### src/rtl/gpio_pad_ctrl_pkg.sv
// Shared constants for the GPIO pad controller: register addresses and pad drive-mode codes.
// The optional debounce filter is enabled by defining GPIO_DEBOUNCE_EN.
package gpio_pad_ctrl_pkg;
    localparam logic [2:0] A_OUT    = 3'd0;
    localparam logic [2:0] A_OE     = 3'd1;
    localparam logic [2:0] A_IN     = 3'd2;
    localparam logic [2:0] A_RISE   = 3'd3;
    localparam logic [2:0] A_FALL   = 3'd4;
    localparam logic [2:0] A_STATUS = 3'd5;
    localparam logic [2:0] A_DM     = 3'd6;
    localparam logic [2:0] A_DB     = 3'd7;

    localparam logic [2:0] DM_INPUT  = 3'b001;
    localparam logic [2:0] DM_STRONG = 3'b110;
endpackage

### src/rtl/gpio_in_filter.sv
// Per-pin input path: 2-flop synchronizer, optional debounce (GPIO_DEBOUNCE_EN) and edge detect.
module gpio_in_filter #(
    parameter int DBW = 8
) (
    input  logic           clk_i,
    input  logic           rst_i,
    input  logic           pad_i,
    input  logic [DBW-1:0] db_period_i,
    output logic           filt_o,
    output logic           rise_o,
    output logic           fall_o
);
    logic sync1_q, sync2_q, prev_q, filt;

    always_ff @(posedge clk_i) begin
        if (rst_i) begin
            sync1_q <= 1'b0;
            sync2_q <= 1'b0;
            prev_q  <= 1'b0;
        end else begin
            sync1_q <= pad_i;
            sync2_q <= sync1_q;
            prev_q  <= filt;
        end
    end

`ifdef GPIO_DEBOUNCE_EN
    logic           stable_q, differ, settle;
    logic [DBW-1:0] cnt_q;

    // The filtered value flips combinationally on the (period+1)-th differing cycle,
    // so a zero period costs no extra latency over the bare synchronizer.
    assign differ = sync2_q != stable_q;
    assign settle = differ && (cnt_q == db_period_i);
    assign filt   = settle ? sync2_q : stable_q;

    always_ff @(posedge clk_i) begin
        if (rst_i) begin
            stable_q <= 1'b0;
            cnt_q    <= '0;
        end else begin
            stable_q <= filt;
            cnt_q    <= (differ && !settle) ? cnt_q + DBW'(1) : '0;
        end
    end
`else
    logic unused_db;
    assign unused_db = ^db_period_i;
    assign filt      = sync2_q;
`endif

    assign filt_o = filt;
    assign rise_o = filt & ~prev_q;
    assign fall_o = ~filt & prev_q;
endmodule

### src/rtl/gpio_pad_ctrl.sv
// GPIO pad controller: register file, pad drive outputs and edge-triggered level interrupt.
// Define GPIO_DEBOUNCE_EN to add the per-pin debounce filter and the DB_PERIOD register.
module gpio_pad_ctrl
    import gpio_pad_ctrl_pkg::*;
#(
    parameter int NPINS = 8,
    parameter int DBW   = 8
) (
    input  logic               clk_i,
    input  logic               rst_i,
    input  logic               req_valid_i,
    output logic               req_ready_o,
    input  logic               req_we_i,
    input  logic [2:0]         req_addr_i,
    input  logic [31:0]        req_wdata_i,
    output logic               rsp_valid_o,
    output logic [31:0]        rsp_rdata_o,
    output logic [NPINS-1:0]   pad_out_o,
    output logic [NPINS-1:0]   pad_oe_n_o,
    output logic [3*NPINS-1:0] pad_dm_o,
    output logic [NPINS-1:0]   pad_inp_dis_o,
    input  logic [NPINS-1:0]   pad_in_i,
    output logic               irq_o
);
    logic [NPINS-1:0]   out_q, oe_q, ren_q, fen_q, status_q, status_d;
    logic [NPINS-1:0]   filt, rise, fall;
    logic [3*NPINS-1:0] dm_q;
    logic [DBW-1:0]     db_q;
    logic               rsp_valid_q, acc, wr;
    logic [31:0]        rdata_q, rdata_d;
    logic               unused_wdata;

    assign acc          = req_valid_i & ~rsp_valid_q;
    assign wr           = acc & req_we_i;
    assign unused_wdata = ^req_wdata_i;

    for (genvar i = 0; i < NPINS; i++) begin : g_pin
        gpio_in_filter #(.DBW(DBW)) u_flt (
            .clk_i       (clk_i),
            .rst_i       (rst_i),
            .pad_i       (pad_in_i[i]),
            .db_period_i (db_q),
            .filt_o      (filt[i]),
            .rise_o      (rise[i]),
            .fall_o      (fall[i])
        );
    end

    always_comb begin
        rdata_d = '0;
        case (req_addr_i)
            A_OUT:    rdata_d[NPINS-1:0]   = out_q;
            A_OE:     rdata_d[NPINS-1:0]   = oe_q;
            A_IN:     rdata_d[NPINS-1:0]   = filt;
            A_RISE:   rdata_d[NPINS-1:0]   = ren_q;
            A_FALL:   rdata_d[NPINS-1:0]   = fen_q;
            A_STATUS: rdata_d[NPINS-1:0]   = status_q;
            A_DM:     rdata_d[3*NPINS-1:0] = dm_q;
            A_DB:     rdata_d[DBW-1:0]     = db_q;
            default:  rdata_d = '0;
        endcase
    end

    // New edges are OR-ed in after the W1C mask so a coincident set wins.
    always_comb begin
        status_d = status_q;
        if (wr && req_addr_i == A_STATUS)
            status_d = status_q & ~req_wdata_i[NPINS-1:0];
        status_d = status_d | (rise & ren_q) | (fall & fen_q);
    end

    always_ff @(posedge clk_i) begin
        if (rst_i) begin
            out_q       <= '0;
            oe_q        <= '0;
            ren_q       <= '0;
            fen_q       <= '0;
            status_q    <= '0;
            dm_q        <= {NPINS{DM_INPUT}};
            rsp_valid_q <= 1'b0;
            rdata_q     <= '0;
`ifdef GPIO_DEBOUNCE_EN
            db_q        <= '0;
`endif
        end else begin
            rsp_valid_q <= acc;
            rdata_q     <= (acc && !req_we_i) ? rdata_d : '0;
            status_q    <= status_d;
            if (wr) begin
                case (req_addr_i)
                    A_OUT:  out_q <= req_wdata_i[NPINS-1:0];
                    A_OE:   oe_q  <= req_wdata_i[NPINS-1:0];
                    A_RISE: ren_q <= req_wdata_i[NPINS-1:0];
                    A_FALL: fen_q <= req_wdata_i[NPINS-1:0];
                    A_DM:   dm_q  <= req_wdata_i[3*NPINS-1:0];
`ifdef GPIO_DEBOUNCE_EN
                    A_DB:   db_q  <= req_wdata_i[DBW-1:0];
`endif
                    default: ;
                endcase
            end
        end
    end

`ifndef GPIO_DEBOUNCE_EN
    assign db_q = '0;
`endif

    assign req_ready_o   = ~rsp_valid_q;
    assign rsp_valid_o   = rsp_valid_q;
    assign rsp_rdata_o   = rdata_q;
    assign pad_out_o     = out_q;
    assign pad_oe_n_o    = ~oe_q;
    assign pad_dm_o      = dm_q;
    assign pad_inp_dis_o = '0;
    assign irq_o         = |status_q;
endmodule

### config.mk
export PLATFORM = sky130hd
export DESIGN_NAME = gpio_pad_ctrl
export DESIGN_NICKNAME = d
export VERILOG_FILES = /design/src/rtl/gpio_pad_ctrl_pkg.sv /design/src/rtl/gpio_in_filter.sv /design/src/rtl/gpio_pad_ctrl.sv
export SDC_FILE = /design/constraint.sdc
export NUM_CORES = 1
export LEC_CHECK = 0
export ABC_AREA = 1
export CAP_MARGIN = 20
export CORE_AREA = 3 3 119 121
export CTS_CLUSTER_DIAMETER = 40
export CTS_CLUSTER_SIZE = 40
export DETAILED_ROUTE_END_ITERATION = 10
export DIE_AREA = 0 0 122 124
export DONT_BUFFER_PORTS = 1
export GPL_TIMING_DRIVEN = 0
export PLACE_DENSITY = 0.54
export SLEW_MARGIN = 5
export SYNTH_ARGS = -nofsm -noshare
export SYNTH_HDL_FRONTEND = slang
export SYNTH_SLANG_ARGS = --single-unit
### constraint.sdc
create_clock -name clk_i -period 2.17 [get_ports clk_i]
set_clock_uncertainty 0.15 [all_clocks]
set_input_delay 0.434 -clock clk_i [delete_from_list [all_inputs] [get_ports clk_i]]
set_output_delay 0.434 -clock clk_i [all_outputs]
set_load 0.05 [all_outputs]
After elaboration in Yosys (flattened, before gate mapping)
Cells that the tools add are included.
{ "totals": {"reg_bits": 121, "latch_bits": 0, "ramBits": 0, "rom_bits": 0, "input_bits": 47, "wordCells": 99, "n_memories": 0} }
{ "op_classes": {"n_addsub": 0, "multipliers": 0, "div": 0, "order_cmp": 0, "n_eq_ne": 7, "shifts": 0, "mux": 2, "n_bitwise": 44, "reduce_logical": 12} }
{ "ops": {"columns": ["op", "n"], "rows": [
  ["$pmux W8 S8", 1],
  ["$and A8 B8 Y8", 3],
  ["$not A1 Y1", 19],
  ["$and A1 B1 Y1", 18],
  ["$not A8 Y8", 2],
  ["$or A8 B8 Y8", 2],
  ["$eq A3 B3 Y1 const B", 4],
  ["$reduce_and A2 Y1", 5],
  ["$mux W8", 1],
  ["$reduce_or A8 Y1", 1],
  ["$eq A3 B2 Y1 const B", 2],
  ["$eq A3 B1 Y1 const B", 1],
  ["$logic_not A3 Y1", 1],
  ["$reduce_or A3 Y1", 1],
  ["$logic_and A1 B1 Y1", 2],
  ["$reduce_or A2 Y1", 1],
  ["$logic_not A1 Y1", 1]
]} }

Longest topological paths before layout
{ "logic_depth": {"depth_word": 7, "mapped_depth": 8, "ltp_nobuf": 6} }

By module
Synthesis repeated with hierarchy kept, for this count alone.
{ "hier_totals": {"cells_unflattened": 583, "area_unflattened_um2": 4553.1} }
{ "by_module_without_submodules": {"columns": ["mod", "instances", "cells_per_inst", "area_each_um2", "seq_area_each_um2"], "rows": [
  ["gpio_pad_ctrl", 1, 487, 3802.4, 1781.7],
  ["gpio_in_filter", 8, 12, 93.8, 60.1]
]} }

Worst setup path after synthesis
OpenSTA, ideal clock, no wires.
{ "synth_path": {"path_type": "register to register", "from": "reg rsp_valid_q, in the netlist rsp_valid_o", "to": "reg dm_q[18], in the netlist pad_dm_o[18]", "setup_time_ps": 123, "arrival_time_ps": 1571, "slack_ps": 326, "path_stages_with_launch": 8, "n_path_buf": 2, "period_less_slack_ps": 1844, "cell_sequence": "dfxtp_1 inv_2 nand3_4 nor2_2 buf_6 buf_8 a21oi_1 o21ai_0"} }
{ "synth_via": {"elab_chain_cells": 4} }
{ "synth_rtl": {"columns": ["element", "line_no", "text"], "rows": [
  ["from (decl)", "gpio_pad_ctrl.sv:29", "logic rsp_valid_q, acc, wr;"],
  ["from (signal assigned)", "gpio_pad_ctrl.sv:80", "rsp_valid_q <= 1'b0;"],
  ["from (signal assigned)", "gpio_pad_ctrl.sv:86", "rsp_valid_q <= acc;"],
  ["$not A1 Y1", null, null],
  ["net req_ready_o", "gpio_pad_ctrl.sv:12", "output logic req_ready_o,"],
  ["$and A1 B1 Y1", "gpio_pad_ctrl.sv:33", "assign acc = req_valid_i & ~rsp_valid_q;"],
  ["$and A1 B1 Y1", "gpio_pad_ctrl.sv:34", "assign wr = acc & req_we_i;"],
  ["$reduce_and A2 Y1 (no line)", null, null],
  ["to (signal assigned)", "gpio_pad_ctrl.sv:79", "dm_q <= {NPINS{DM_INPUT}};"],
  ["to (signal assigned)", "gpio_pad_ctrl.sv:95", "A_DM: dm_q <= req_wdata_i[3*NPINS-1:0];"],
  ["to (decl)", "gpio_pad_ctrl.sv:27", "logic [3*NPINS-1:0] dm_q;"]
]} }
The timed path passes the listed nets, and every way through them passes these cells.
A chain may end at the register's enable or synchronous reset.

Worst setup path in the final report
{ "layout_path": {"from": "reg rsp_valid_q, in the netlist rsp_valid_o", "to": "reg dm_q[19], in the netlist pad_dm_o[19]"} }
Same word-level chain as after synthesis.

==> flow_summary.toml <==
[run_status]
status = "finished clean"

[grt]
grt_max_degree = 17
first_global_vias = 3960
grt_pass1_wl_um = 22600
antenna_found_initial = 0
grtUsageTotal_pct = 20.2
overflow = 0

[sta]
slew_violations = 0
max_slew_margin_pct = 58.9
period_minus_slack_ns = 2.03
tightest_slew_ns = 0.616
timing.final.hold_violations = 0
finalSetupTns_ns = 0
min_period_over_period_pct = 93.5
max_freq_ghz = 0.493
rsz0062_at_grt = "false"
setup_viol = 0
timing.hold.ws_ns = 0.0172

[clock_network]
cts_num_sinks = 113
cts_buffers = 17
clkTransAtPathRegs_ns = 0.06
clock_path_buffers = 2
clockRootBuffer = "clkbuf_16"
cts_tree = "done"
clk_latency_ns = 0.42
htree_num_levels = 4

[die]
num_rows = 42
die_area_mm2 = 0.0151
core_mm2 = 0.0132
ios = 130
start_util_pct = 34.6
die_w_um = 122
dieHeight_um = 124

[finish]
regArea_mm2 = 0.00226
multi_input_area_mm2 = 0.00181
fin_util_pct = 43.5
diodes = 0
drive_gt1_share_pct = 12.2
final_cells = 856
fin_area_mm2 = 0.00574
nNetsFinal = 714
fillers = 1326
areaGrowthSynthToFinish_pct = 25.9

[critical_path]
endpoint_kind = "register"
cp-start-kind = "register"
critPathMaxFanout = 10
path_cells = "inv_2, nand3_4, nor2_2, inv_2, buf_6, nor2_1, nor2_1"
slowest_stage = "dfxtp_1"
critPathMaxStageDelay_ns = 0.48
arrival_ns = 2.18
crit_type = "reg -> reg"
critPathRequiredTime_ns = 2.32

[route]
highest_layer = "met4"
wl_met3_um = 1240
drtAntennaViolNets = 0
drt-pass1-iter-count = 5
via_per_inst = 4.81
met1_length_um = 6340
routed-wl-met2_um = 7000
drt_iter0_markers = 428
routed_wirelength_um = 14900
drc = 0
vias = 4120
wl_per_cell_um = 17.4

[placement]
placed_area_mm2 = 0.00483
gp_congestion = 0.932
dp_hpwl_um = 10400
place_inst = 795
numPortBuffers = 0

[power_and_ir_drop]
p_per_area_mw_per_mm2 = 954
clkPwrFrac_pct = 52.0
comb_power_share_pct = 7.4
leakage_nw = 2.50
seq_power_share_pct = 40.6
netSwitchingPower_mw = 1.36
ir_drop_v = 0.000489
switching_share_pct = 24.8
p_int_mw = 4.11

[logic_synthesis]
synth_top_cells_by_area = "dfxtp_1 50%, nor2_1 13%, o21ai_0 7.9%"
ys_ff_latch = 113
synth-edff-count = 0
synth_ff_type = "dfxtp_1"
synthCells = 604
synth.avg_cell_area_um2 = 7.55
ys_types = 24
yosysSeqAreaShare_pct = 49.6
synth_commonest_cells = "154 x nor2_1, 113 x dfxtp_1, 72 x o21ai_0"
netlist.top_cell.by_area = "dfxtp_1"
synth.most_common_cell = "nor2_1"
yosys_warnings = 0
async_reset_ff_share_pct = 0
yosys.area.top_type_share_pct = 49.6
syn_area_mm2 = 0.00456

[flow_run]
max_cap_violations = 0

[min_path]
hold_path_class = "in -> reg"
what timing repair did:
item	4_1_cts	5_1_grt
hold buffers	28	0
resized for setup	1	0
setup endpoints to repair	4	10
buffers inserted	0	1
pin swaps	0	1
hold endpoints to repair	50	0
layout by cell type, fill, tap and decap left out, drive strengths merged:
master       instances
nor2               160
dfxtp              113
o21ai               72
inv                 68
nand2               66
nand4               40
clkbuf              33
buf                 32
dlygate4sd3         28
nand3               19
a21oi               18
conb                16
clkinvlp             5
clkinv               4
bufinv               3
nor4                 2
nor3                 1
stage by stage:
step | setup WS, ns | total power, mW
6_report | 0.142 | 5.47
5_1_grt | 0.0246 | 5.67
4_1_cts | 0.0217 | 5.53
3_5_place_dp | -0.0138 | 2.61
3_3_place_gp | -0.000562 | 2.60
2_1_floorplan | 0.326 | 2.53
layout make-up:
type	instances	area share (%)
plain buffers	44	5.01
clock buffers	20	7.96
clock inverters	12	2.77
inverters	68	4.45
multi-input cells	394	31.6
flip-flops and latches	113	39.4
well taps	176	3.84
repair buffers	29	5.01
worst max-delay path: cells and delay by family (launching register included):
family	cells	cell delay [ns]
flip-flops	1	0.48
AND/OR/NAND/NOR	4	0.66
buffers and inverters	3	0.61
logic make-up (layout without fill, tap and decap cells):
| kind of cell | after synthesis | count (layout) | synth area share, % |
|---|---|---|---|
| AOI/OAI and AO/OA | 90 | 90 | 9.88 |
| buffers and inverters | 112 | 173 | 11.9 |
| and+or+nand+nor | 288 | 288 | 28.5 |
| other | 1 | 16 | 0.0823 |
| DFF | 113 | 113 | 49.6 |
per-layer routing:
metal,vias up,global-route usage (%)
li1,2032,-
met2,158,32.5
met5,-,0
met3,24,6.31
met1,1906,25.0
met4,0,9.10
power by group through the flow:
stage                     Clock (mW)  Combinational [mW]  Sequential, mW
after floorplan                    0               0.277            2.25
after global placement             0               0.338            2.27
after detailed placement           0               0.344            2.27
after CTS                       2.91               0.400            2.22
after global routing            3.00               0.442            2.23
final                           2.85               0.403            2.22
worst paths after layout:
kind | start | to | slack [ns] | depth (start not counted)
worst max register to register | rsp_valid_o$_SDFF_PP0_ | pad_dm_o[19]$_SDFFE_PP0P_ | 0.14 | 7
worst max-delay path | rsp_valid_o$_SDFF_PP0_ | pad_dm_o[19]$_SDFFE_PP0P_ | 0.14 | 7
worst min register to register | g_pin[6].u_flt.sync1_q$_SDFF_PP0_ | g_pin[6].u_flt.filt_o$_SDFF_PP0_ | 0.25 | 2
worst min-delay path | req_wdata_i[3] | ren_q[3]$_SDFFE_PP0P_ | 0.02 | 2
sequential cells by signal, summed over array words and instances (netlist names):
| signal | cells |
|---|---|
| fen_q | 8 |
| g_pin.u_flt.filt_o | 8 |
| g_pin.u_flt.prev_q | 8 |
| g_pin.u_flt.sync1_q | 8 |
| oe_q | 8 |
| pad_dm_o | 24 |
| pad_out_o | 8 |
| ren_q | 8 |
| rsp_rdata_o | 24 |
| rsp_valid_o | 1 |
| status_q | 8 |
Power figures use the tool's default switching activity.
